--- src/rtl/fir_ds_pkg.sv ---
// Shared widths, address/window typedefs and the window-length helper for
// the anti-aliasing downscaler FIR window sequencing.
package fir_ds_pkg;

  localparam int X_ROM_LEN_LOG2 = 8;
  localparam int Y_ROM_LEN_LOG2 = 8;
  localparam int MAX_X_DEC_LOG2 = 4;
  localparam int OUT_CNT_W      = 12;

  typedef logic [X_ROM_LEN_LOG2-1:0] xaddr_t;
  typedef logic [Y_ROM_LEN_LOG2-1:0] yaddr_t;
  typedef logic [MAX_X_DEC_LOG2-1:0] xwin_t;

  // Index of the last pixel in an X window; a zero-length entry acts as length 1.
  function automatic xwin_t win_last_idx(input xwin_t len);
    xwin_t one;
    one = xwin_t'(1);
    return (len == '0) ? '0 : (len - one);
  endfunction

endpackage

--- src/rtl/fir_window_seq_addr_wrap.sv ---
// rom_addr_wrap: holds a ROM read address that walks an inclusive
// [start, end] segment and wraps back to start after end. The segment
// bounds are captured on load together with the address restart.
module rom_addr_wrap #(
  parameter int W = 8
) (
  input  logic         clk,
  input  logic         rst_n,
  input  logic         advance,
  input  logic         load,
  input  logic [W-1:0] start_addr,
  input  logic [W-1:0] end_addr,
  output logic [W-1:0] addr
);

  localparam logic [W-1:0] ONE = {{(W-1){1'b0}}, 1'b1};

  logic [W-1:0] start_q;
  logic [W-1:0] end_q;
  logic [W-1:0] addr_q;
  logic [W-1:0] addr_d;

  // Next address: restart on load, otherwise step or wrap at the segment end.
  always_comb begin
    addr_d = addr_q;
    if (load) begin
      addr_d = start_addr;
    end else if (advance) begin
      addr_d = (addr_q == end_q) ? start_q : (addr_q + ONE);
    end
  end

  // Segment bounds are captured only when a new configuration is loaded.
  always_ff @(posedge clk or negedge rst_n) begin
    if (!rst_n) begin
      start_q <= '0;
      end_q   <= '0;
    end else if (load) begin
      start_q <= start_addr;
      end_q   <= end_addr;
    end
  end

  // Address register.
  always_ff @(posedge clk or negedge rst_n) begin
    if (!rst_n) begin
      addr_q <= '0;
    end else begin
      addr_q <= addr_d;
    end
  end

  assign addr = addr_q;

endmodule

--- src/rtl/fir_window_seq.sv ---
// fir_window_seq: X/Y window-ROM address sequencer feeding FIR tap loading.
// X side counts accepted input pixels per X window (length read from the
// ROM at xw); Y side counts emitted output pixels per output line.
// Optional build macro FIR_WINDOW_SEQ_CHECK_EN adds the sticky cfg_err output.
module fir_window_seq #(
  parameter int X_ROM_LEN_LOG2 = fir_ds_pkg::X_ROM_LEN_LOG2,
  parameter int Y_ROM_LEN_LOG2 = fir_ds_pkg::Y_ROM_LEN_LOG2,
  parameter int MAX_X_DEC_LOG2 = fir_ds_pkg::MAX_X_DEC_LOG2,
  parameter int OUT_CNT_W      = fir_ds_pkg::OUT_CNT_W
) (
  input  logic                      clk,
  input  logic                      rst_n,
  input  logic                      cfg_load,
  input  logic [X_ROM_LEN_LOG2-1:0] x_start_addr,
  input  logic [X_ROM_LEN_LOG2-1:0] x_end_addr,
  input  logic [Y_ROM_LEN_LOG2-1:0] y_start_addr,
  input  logic [Y_ROM_LEN_LOG2-1:0] y_end_addr,
  input  logic [OUT_CNT_W-1:0]      tar_width,
  input  logic                      data_enable,
  input  logic [MAX_X_DEC_LOG2-1:0] xwin_val,
  input  logic                      en_output,
  output logic [X_ROM_LEN_LOG2-1:0] xw,
  output logic [Y_ROM_LEN_LOG2-1:0] yw,
  output logic                      x_win_last,
  output logic                      line_done
`ifdef FIR_WINDOW_SEQ_CHECK_EN
  ,
  output logic                      cfg_err
`endif
);

  import fir_ds_pkg::win_last_idx;

  localparam logic [MAX_X_DEC_LOG2-1:0] X_ONE = {{(MAX_X_DEC_LOG2-1){1'b0}}, 1'b1};
  localparam logic [OUT_CNT_W-1:0]      Y_ONE = {{(OUT_CNT_W-1){1'b0}}, 1'b1};

  logic [MAX_X_DEC_LOG2-1:0] x_cnt_q, x_cnt_d;
  logic [OUT_CNT_W-1:0]      y_cnt_q, y_cnt_d;
  logic                      x_win_last_q, x_win_last_d;
  logic                      line_done_q, line_done_d;
  logic [MAX_X_DEC_LOG2-1:0] x_last_idx;
  logic [OUT_CNT_W-1:0]      y_last_idx;
  logic                      x_done;
  logic                      y_done;

  // Window/line completion; enables are ignored while a configuration loads.
  always_comb begin
    x_last_idx = win_last_idx(xwin_val);
    y_last_idx = tar_width - Y_ONE;
    x_done     = data_enable && !cfg_load && (x_cnt_q == x_last_idx);
    y_done     = en_output && !cfg_load && (y_cnt_q == y_last_idx);
  end

  // Next-state for both pixel counters and the completion pulses.
  always_comb begin
    x_cnt_d      = x_cnt_q;
    y_cnt_d      = y_cnt_q;
    x_win_last_d = x_done;
    line_done_d  = y_done;
    if (cfg_load) begin
      x_cnt_d = '0;
      y_cnt_d = '0;
    end else begin
      if (data_enable) begin
        x_cnt_d = x_done ? '0 : (x_cnt_q + X_ONE);
      end
      if (en_output) begin
        y_cnt_d = y_done ? '0 : (y_cnt_q + Y_ONE);
      end
    end
  end

  // Counter and pulse registers.
  always_ff @(posedge clk or negedge rst_n) begin
    if (!rst_n) begin
      x_cnt_q      <= '0;
      y_cnt_q      <= '0;
      x_win_last_q <= 1'b0;
      line_done_q  <= 1'b0;
    end else begin
      x_cnt_q      <= x_cnt_d;
      y_cnt_q      <= y_cnt_d;
      x_win_last_q <= x_win_last_d;
      line_done_q  <= line_done_d;
    end
  end

  rom_addr_wrap #(
    .W(X_ROM_LEN_LOG2)
  ) u_x_addr (
    .clk        (clk),
    .rst_n      (rst_n),
    .advance    (x_done),
    .load       (cfg_load),
    .start_addr (x_start_addr),
    .end_addr   (x_end_addr),
    .addr       (xw)
  );

  rom_addr_wrap #(
    .W(Y_ROM_LEN_LOG2)
  ) u_y_addr (
    .clk        (clk),
    .rst_n      (rst_n),
    .advance    (y_done),
    .load       (cfg_load),
    .start_addr (y_start_addr),
    .end_addr   (y_end_addr),
    .addr       (yw)
  );

  assign x_win_last = x_win_last_q;
  assign line_done  = line_done_q;

`ifdef FIR_WINDOW_SEQ_CHECK_EN
  logic cfg_err_q;

  // Sticky configuration error: a load re-evaluates the new bounds, and a
  // zero window length seen on an accepted pixel sets it until the next load.
  always_ff @(posedge clk or negedge rst_n) begin
    if (!rst_n) begin
      cfg_err_q <= 1'b0;
    end else if (cfg_load) begin
      cfg_err_q <= (x_start_addr > x_end_addr) || (y_start_addr > y_end_addr) ||
                   (tar_width == '0);
    end else if (data_enable && (xwin_val == '0)) begin
      cfg_err_q <= 1'b1;
    end
  end

  assign cfg_err = cfg_err_q;
`endif

endmodule

--- config.mk ---
export PLATFORM = sky130hd
export DESIGN_NAME = fir_window_seq
export DESIGN_NICKNAME = d
export VERILOG_FILES = /design/src/rtl/fir_ds_pkg.sv /design/src/rtl/fir_window_seq_addr_wrap.sv /design/src/rtl/fir_window_seq.sv
export SDC_FILE = /design/constraint.sdc
export NUM_CORES = 1
export LEC_CHECK = 0
export CAP_MARGIN = 30
export CORE_MARGIN = 4
export CORE_UTILIZATION = 29
export CTS_CLUSTER_SIZE = 12
export DETAILED_ROUTE_END_ITERATION = 16
export PLACE_DENSITY_LB_ADDON = 0.05
export SLEW_MARGIN = 20
export SYNTH_ARGS = -nofsm -noshare
export SYNTH_HDL_FRONTEND = slang
export SYNTH_HIERARCHICAL = 1
export SYNTH_SLANG_ARGS = --single-unit
--- constraint.sdc ---
create_clock -name clk -period 6 [get_ports clk]
set_input_delay 1.5 -clock clk [delete_from_list [all_inputs] [get_ports clk]]
set_output_delay 1.5 -clock clk [all_outputs]
set_load 0.03 [all_outputs]
==> key figures, run 1 <==
Outcome
  – Status: finished clean

Synth
  – Synth Register Bits: 66
  – Synth Cell Area: 3860 µm²
  – Async S/R FF share, synth: 100%
  – Area contributors post-synth: dfrtp_1 (43%), mux2_2 (8.8%), xor2_1 (7.0%)
  – Synth top area share: 42.8%
  – Synthesized instance count: 368
  – Synth Flop Type: dfrtp_1
  – Post-synthesis sequential area ratio: a little over two fifths
  – EDFF count, synth: 0
  – Syn_nets: 426
  – Dominant cell type by area after synthesis: dfrtp_1
  – Syn Area/Cell: 10.5 µm²
  – Library cells used by synthesis: 56
  – Synth Warn #: 6

Setup path
  – Required time of the critical path: roughly 6200 ps
  – CP Launch Type: input pin
  – CP peak stage delay: approximately 500 ps
  – Critical path capture point type: flop
  – Max FO, Critical Path: 7
  – Worst path slowest cell: clkdlybuf4s50_1
  – Crit path kind: in2reg
  – Crit path cell chain: clkdlybuf4s50_1, inv_1, ha_1, and3_1, mux2_1, a21boi_1, o2111ai_4, nor3_1, nor2_1, a22oi_1, o21ai_0
  – Crit path DAT: 4500 ps

Drt
  – Post-route ant nets: 0
  – Residual DRC: 0
  – WL final: 9570 µm
  – Per-cell routed wire length: about 15 µm
  – Detailed Route Iter0 Violations: around 160
  – Vias: 3014
  – Detailed Routing Iterations Pass 1: 4
  – Via-to-Cell Ratio: approximately 5

Global routing
  – First-pass GRT wire length: around 15000 µm
  – Total overflow reported by the global router: 0
  – Initial antenna violation count: 0
  – Number of global-route vias before repair: 2957
  – Largest net degree at the start of global routing: 37
  – Total GRT Usage: between 10% and 20%

STA
  – Slew margin rel.: 50.5%
  – Worst Tran Pin Value: around 740 ps
  – Clock Skews: 5.91 ps
  – Crit share post-route: between 70% and 80%
  – Setup ws final: 1690 ps
  – Fin. max-slew vios: 0
  – RSZ-0062 raised after global routing: no
  – FMAX: around 230 MHz
  – Fin. Hold Viols: 0
  – Crit path time final: 4310 ps
  – Setup TNS: 0 ps
  – Final setup vio count: 0

Power
  – Max VDD drop: 0.0000938 V
  – Int Power: between 0.0009 and 0.001 W
  – Reg power frac: 41.5%
  – Leakage: ~2.1 nW
  – Clock share of power: 41.2%
  – PwrDens: 248 nW/µm²
  – P_sw: 0.000329 W
  – Logic pwr share: 17.3%
  – Sw Ratio: 26.3%

CTS
  – Worst-skew pair later-pin latency: 330 ps
  – Post-CTS resize count: 0
  – Worst-path clk slew: 50 ps
  – Post-CTS Setup Inserts: 0
  – Hold-fix buffers, CTS: 0
  – H-tree depth: 3
  – CTS tree: done
  – CTS root buffer: clkbuf_16
  – Clock Sinks: 66
  – CTS Buf Count: 9
  – Worst-case clock buffer depth: 2

Die
  – Die width: 123 µm
  – Row cnt: approximately 40
  – Height of the die: between 100 and 150 µm
  – Starting Density: about 30%
  – Core Region: 12800 µm²
  – Num ports: 71
  – Floorplan die area: 15200 µm²

Job
  – Total of max-cap violations: 0

Place
  – Dpl ws: 1350 ps
  – Dpl hpwl: 6880 µm
  – Placed cell area: 4760 µm²
  – Gp weighted congestion: 0.751
  – IO Port Bufs: 70

Finish
  – Layout cells sized above 1: between 15 and 20%
  – Fin area: 5050 µm²
  – Area delta synth->final: 30.8%
  – Diode count: 0
  – # nets final: 500
  – Fillers: 1308

Hold path
  – Hold Path Class: reg2reg
## per-layer routing
| metal | wire length (µm) | share of wire, % | global-route usage (%) | vias up |
|---|---|---|---|---|
| met1 | 4680 | 49 | 17.9 | 1445 |
| li1 | - | - | - | 1481 |
| met2 | 4260 | 45 | 19.7 | 76 |
| met5 | 0 | 0 | 0 | - |
| met3 | 485 | 5.1 | 2.79 | 12 |
| met4 | 146 | 1.5 | 6.02 | 0 |
## through the flow
step / hold slack (ps) / utilization, % / cells / power [W]
floorplan: 480 / - / 368 / 0.000640
global placement: 492 / 37.0 / 602 / 0.000743
detailed placement: 495 / 37.1 / 603 / 0.000746
CTS: 507 / 39.3 / 618 / 0.00127
global route: 523 / 39.3 / 618 / 0.00131
finish: 502 / 39.3 / 618 / 0.00125
## layout make-up
class	count	area [µm²]	area share, %
multi-input combinational	281	2130	42.1
clock inverter	3	40.0	0.793
tap	172	215	4.26
timing repair buffer	73	726	14.4
clock buffer	12	246	4.88
sequential	66	1650	32.7
inverter	11	41.3	0.818
## sequential cells by signal, summed over array words and instances, names as in the netlist
register	count
u_y_addr/end_q	8
u_x_addr/start_q	8
line_done	1
u_y_addr/addr	8
u_x_addr/addr	8
u_y_addr/start_q	8
y_cnt_q	12
x_win_last	1
u_x_addr/end_q	8
x_cnt_q	4
## power by group through the flow
| stage | registers [W] | clock network [W] | logic, W |
|---|---|---|---|
| final | 0.000519 | 0.000515 | 0.000216 |
| after CTS | 0.000520 | 0.000535 | 0.000219 |
| after global routing | 0.000525 | 0.000552 | 0.000236 |
| after detailed placement | 0.000527 | 0 | 0.000219 |
| after floorplan | 0.000535 | 0 | 0.000105 |
| after global placement | 0.000528 | 0 | 0.000215 |
## final timing paths
kind | end | cells after the start | slack (ps) | from
setup / recovery | u_y_addr/addr[6] | 11 | 1690 | tar_width[0]
hold / removal | u_x_addr/start_q[1] | 1 | 500 | u_x_addr/start_q[1]
setup reg to reg | u_y_addr/addr[6] | 9 | 3180 | y_cnt_q[3]
hold reg to reg | u_x_addr/start_q[1] | 1 | 500 | u_x_addr/start_q[1]
max in group asynchronous | u_x_addr/start_q[0] | 3 | 3940 | rst_n
min in group asynchronous | u_x_addr/end_q[3] | 1 | 1140 | rst_n
## worst max-delay path: cells and delay by family
kind            cells  cell delay, ps
compound gates      4             760
mux                 1             340
simple gates        3            1000
buf+inv             2             580
fa+ha+maj           1             300
## cells by family (layout without fill, tap and decap cells)
| family | after synthesis | count (layout) | synth area share, % |
|---|---|---|---|
| buf+inv | 21 | 99 | 2.11 |
| compound gates | 68 | 68 | 12.9 |
| flops | 66 | 66 | 42.8 |
| simple gates | 113 | 113 | 16.5 |
| mux | 46 | 46 | 12.9 |
| fa+ha+maj | 5 | 5 | 1.62 |
| xor+xnor | 49 | 49 | 11.1 |
## synth_stat cells, drive strengths merged (2+ instances only)
| cell | instances |
|---|---|
| a21oi | 9 |
| a221o | 3 |
| a22oi | 14 |
| a31oi | 3 |
| and3 | 6 |
| and3b | 2 |
| buf | 5 |
| clkbuf | 5 |
| dfrtp | 66 |
| ha | 5 |
| inv | 11 |
| mux2 | 31 |
| mux2i | 15 |
| nand2 | 20 |
| nand2b | 4 |
| nand3 | 20 |
| nand3b | 3 |
| nand4 | 4 |
| nor2 | 24 |
| nor2b | 7 |
| nor3 | 7 |
| nor4 | 8 |
| o2111ai | 2 |
| o21ai | 25 |
| o311a | 2 |
| or2 | 2 |
| xnor2 | 18 |
| xor2 | 31 |
## cells in the final DEF (no fill, tap or decap), types with 3 or more instances in the layout
master           Yosys  final
a21oi_1              9      9
a22oi_1             14     14
a31oi_1              3      3
and3_1               4      4
clkbuf_16            0      9
clkdlybuf4s50_1      0     68
dfrtp_1             66     66
ha_1                 5      5
inv_1               11     11
mux2_2              30     30
mux2i_1             15     15
nand2_1             18     18
nand2b_1             4      4
nand3_1             19     19
nand3b_1             3      3
nand4_1              4      4
nor2_1              24     24
nor2b_1              7      7
nor3_1               6      6
nor4_1               5      5
o21ai_0             21     21
xnor2_1             18     18
xor2_1              31     31
Power figures use the tool's default switching activity.
==> run 2: changes to the inputs <==
clock period = 3.9 ns   (was 6 ns; I/O delays follow)
==> run 2 against run 1 <==
Combinational power is 56% higher. Total power increased by 60%. Non-clock buffer count up 4. Sequential share of layout area shrank 0.42 points. Cell count rose by 0.81%. Sequential cell count unchanged. Critical path depth is 1 higher. Register-to-register slack worse by 1800 ps. Utilization is 0.51 points higher. First-iteration DRC count shrank 27%. Die area stayed put.
==> key figures, run 2 (same netlist as run 1, synthesis figures left out) <==
Outcome
  – Status: finished clean

Die
  – Core Region: roughly 13000 µm²
  – Starting Density: 30.1%
  – Floorplan die area: 15200 µm²
  – Die width: ~120 µm
  – Row cnt: 41
  – Num ports: approximately 70
  – Height of the die: 123 µm

STA
  – Slew margin rel.: 51.6%
  – Fin. max-slew vios: 0
  – Crit path time final: 3460 ps
  – Fin. Hold Viols: 0
  – Final setup vio count: 0
  – Setup TNS: 0 ps
  – FMAX: between 200 and 300 MHz
  – RSZ-0062 raised after global routing: no
  – Clock Skews: 6.31 ps
  – Crit share post-route: 88.8%
  – Setup ws final: 438 ps
  – Worst Tran Pin Value: 719 ps

Place
  – Dpl hpwl: 6950 µm
  – Gp weighted congestion: 0.709
  – IO Port Bufs: 70
  – Dpl ws: 126 ps

Setup path
  – Critical path capture point type: flop
  – Crit path kind: in2reg
  – CP peak stage delay: 460 ps
  – Internal reg-to-reg setup slack: 1420 ps
  – CP Launch Type: input pin
  – Crit path max-delay family: compound AO/OA/AOI/OAI gates
  – Worst path slowest cell: clkdlybuf4s50_1
  – Crit path cell chain: clkdlybuf4s50_1, inv_1, ha_1, and3_1, mux2_1, a21boi_1, o2111ai_4, nor3_1, buf_4, nor2_1, a22oi_1, o21ai_0
  – Max FO, Critical Path: 7
  – Required time of the critical path: 4090 ps
  – Bufs and invs on worst path: 3
  – Crit path DAT: about 3700 ps

CTS
  – Clock Sinks: 66
  – Worst-path clk slew: around 50 ps
  – Hold-fix buffers, CTS: 0
  – Worst-case clock buffer depth: 2
  – H-tree depth: 3
  – Post-CTS resize count: 0
  – CTS tree: done
  – CTS root buffer: clkbuf_16
  – Worst-skew pair later-pin latency: between 300 and 400 ps
  – CTS Buf Count: 9
  – Post-CTS Setup Inserts: 0

Power
  – Max VDD drop: 0.000197 V
  – Int Power: 0.00149 W
  – Leakage: ~2.2 nW
  – P_sw: between 0.0005 and 0.0006 W
  – Logic pwr share: between 15 and 20%
  – Sw Ratio: between 20% and 30%
  – PwrDens: 392 nW/µm²
  – Reg power frac: 39.9%
  – Clock share of power: 43.3%

Finish
  – Core Util, Final: 39.9%
  – Max reg flops: 12
  – # nets final: 504
  – Area delta synth->final: 32.5%
  – Fillers: 1303
  – Layout cells sized above 1: 15.5%
  – Most frequent cells in the layout: clkdlybuf4s50_1 (68), dfrtp_1 (66), xor2_1 (31)
  – Most common cell after layout, fill and taps aside: clkdlybuf4s50_1
  – Largest reg by FF count: y_cnt_q
  – Diode count: 0

Drt
  – Post-route ant nets: 0
  – WL final: ~9500 µm
  – Via-to-Cell Ratio: between 4 and 5
  – Per-cell routed wire length: 15.3 µm
  – Residual DRC: 0
  – Detailed Route Iter0 Violations: ~120
  – Vias: between 3000 and 4000
  – Detailed Routing Iterations Pass 1: 4

Global routing
  – Total overflow reported by the global router: 0
  – Largest net degree at the start of global routing: 40
  – Number of global-route vias before repair: 3054
  – First-pass GRT wire length: ~16000 µm
  – Total GRT Usage: a little over an eighth
  – Initial antenna violation count: 0

Job
  – Total of max-cap violations: 0

Hold path
  – Hold Path Class: reg2reg
-- run 2: final cells by class --
| type | instances | area [µm²] | share of cell area, % |
|---|---|---|---|
| multi-input cells | 281 | 2130 | 41.6 |
| flip-flops and latches | 66 | 1650 | 32.3 |
| repair buffers | 77 | 763 | 14.9 |
| clock buffers | 14 | 254 | 4.97 |
| well taps | 172 | 215 | 4.21 |
| clock inverters | 2 | 60.1 | 1.18 |
| inverters | 11 | 41.3 | 0.808 |
-- run 2: worst register-to-register path, delay by kind of cell (launching register included) --
family	cells	cell delay, ps
and+or+nand+nor	3	640
AOI/OAI and AO/OA	4	700
buffers and inverters	1	160
DFF	1	450
xor gates and xnor gates	2	400
-- run 2: metrics by stage --
| step | hold WS [ps] | area [µm²] | total power [W] | std cells |
|---|---|---|---|---|
| detailed placement | 498 | 4770 | 0.00115 | 606 |
| global placement | 490 | 4770 | 0.00115 | 606 |
| floorplan | 480 | 3860 | 0.000985 | 368 |
| global route | 521 | 5110 | 0.00210 | 623 |
| finish | 505 | 5110 | 0.00200 | 623 |
| CTS | 511 | 5080 | 0.00203 | 622 |
-- run 2: power groups by stage --
stage | logic (W) | clock network, W | registers [W]
floorplan | 0.000162 | 0 | 0.000824
global placement | 0.000334 | 0 | 0.000812
detailed placement | 0.000336 | 0 | 0.000812
CTS | 0.000337 | 0.000893 | 0.000800
global route | 0.000370 | 0.000925 | 0.000808
finish | 0.000336 | 0.000868 | 0.000799
-- run 2: worst paths after layout --
check / start / endpoint / cells past startpoint
setup reg to reg: y_cnt_q[3] / u_y_addr/addr[4] / 10
setup / recovery: tar_width[1] / u_y_addr/addr[4] / 12
min in group asynchronous: rst_n / u_y_addr/end_q[7] / 1
hold reg to reg: u_y_addr/start_q[6] / u_y_addr/start_q[6] / 1
hold / removal: u_y_addr/start_q[6] / u_y_addr/start_q[6] / 1
max in group asynchronous: rst_n / x_cnt_q[1] / 2
-- run 2: per-layer routing --
| layer | GRT usage [%] | share of wire [%] |
|---|---|---|
| met2 | 20.1 | 44 |
| met3 | 3.11 | 4.5 |
| met1 | 18.4 | 50 |
| met4 | 5.40 | 1.4 |
| met5 | 0 | 0 |
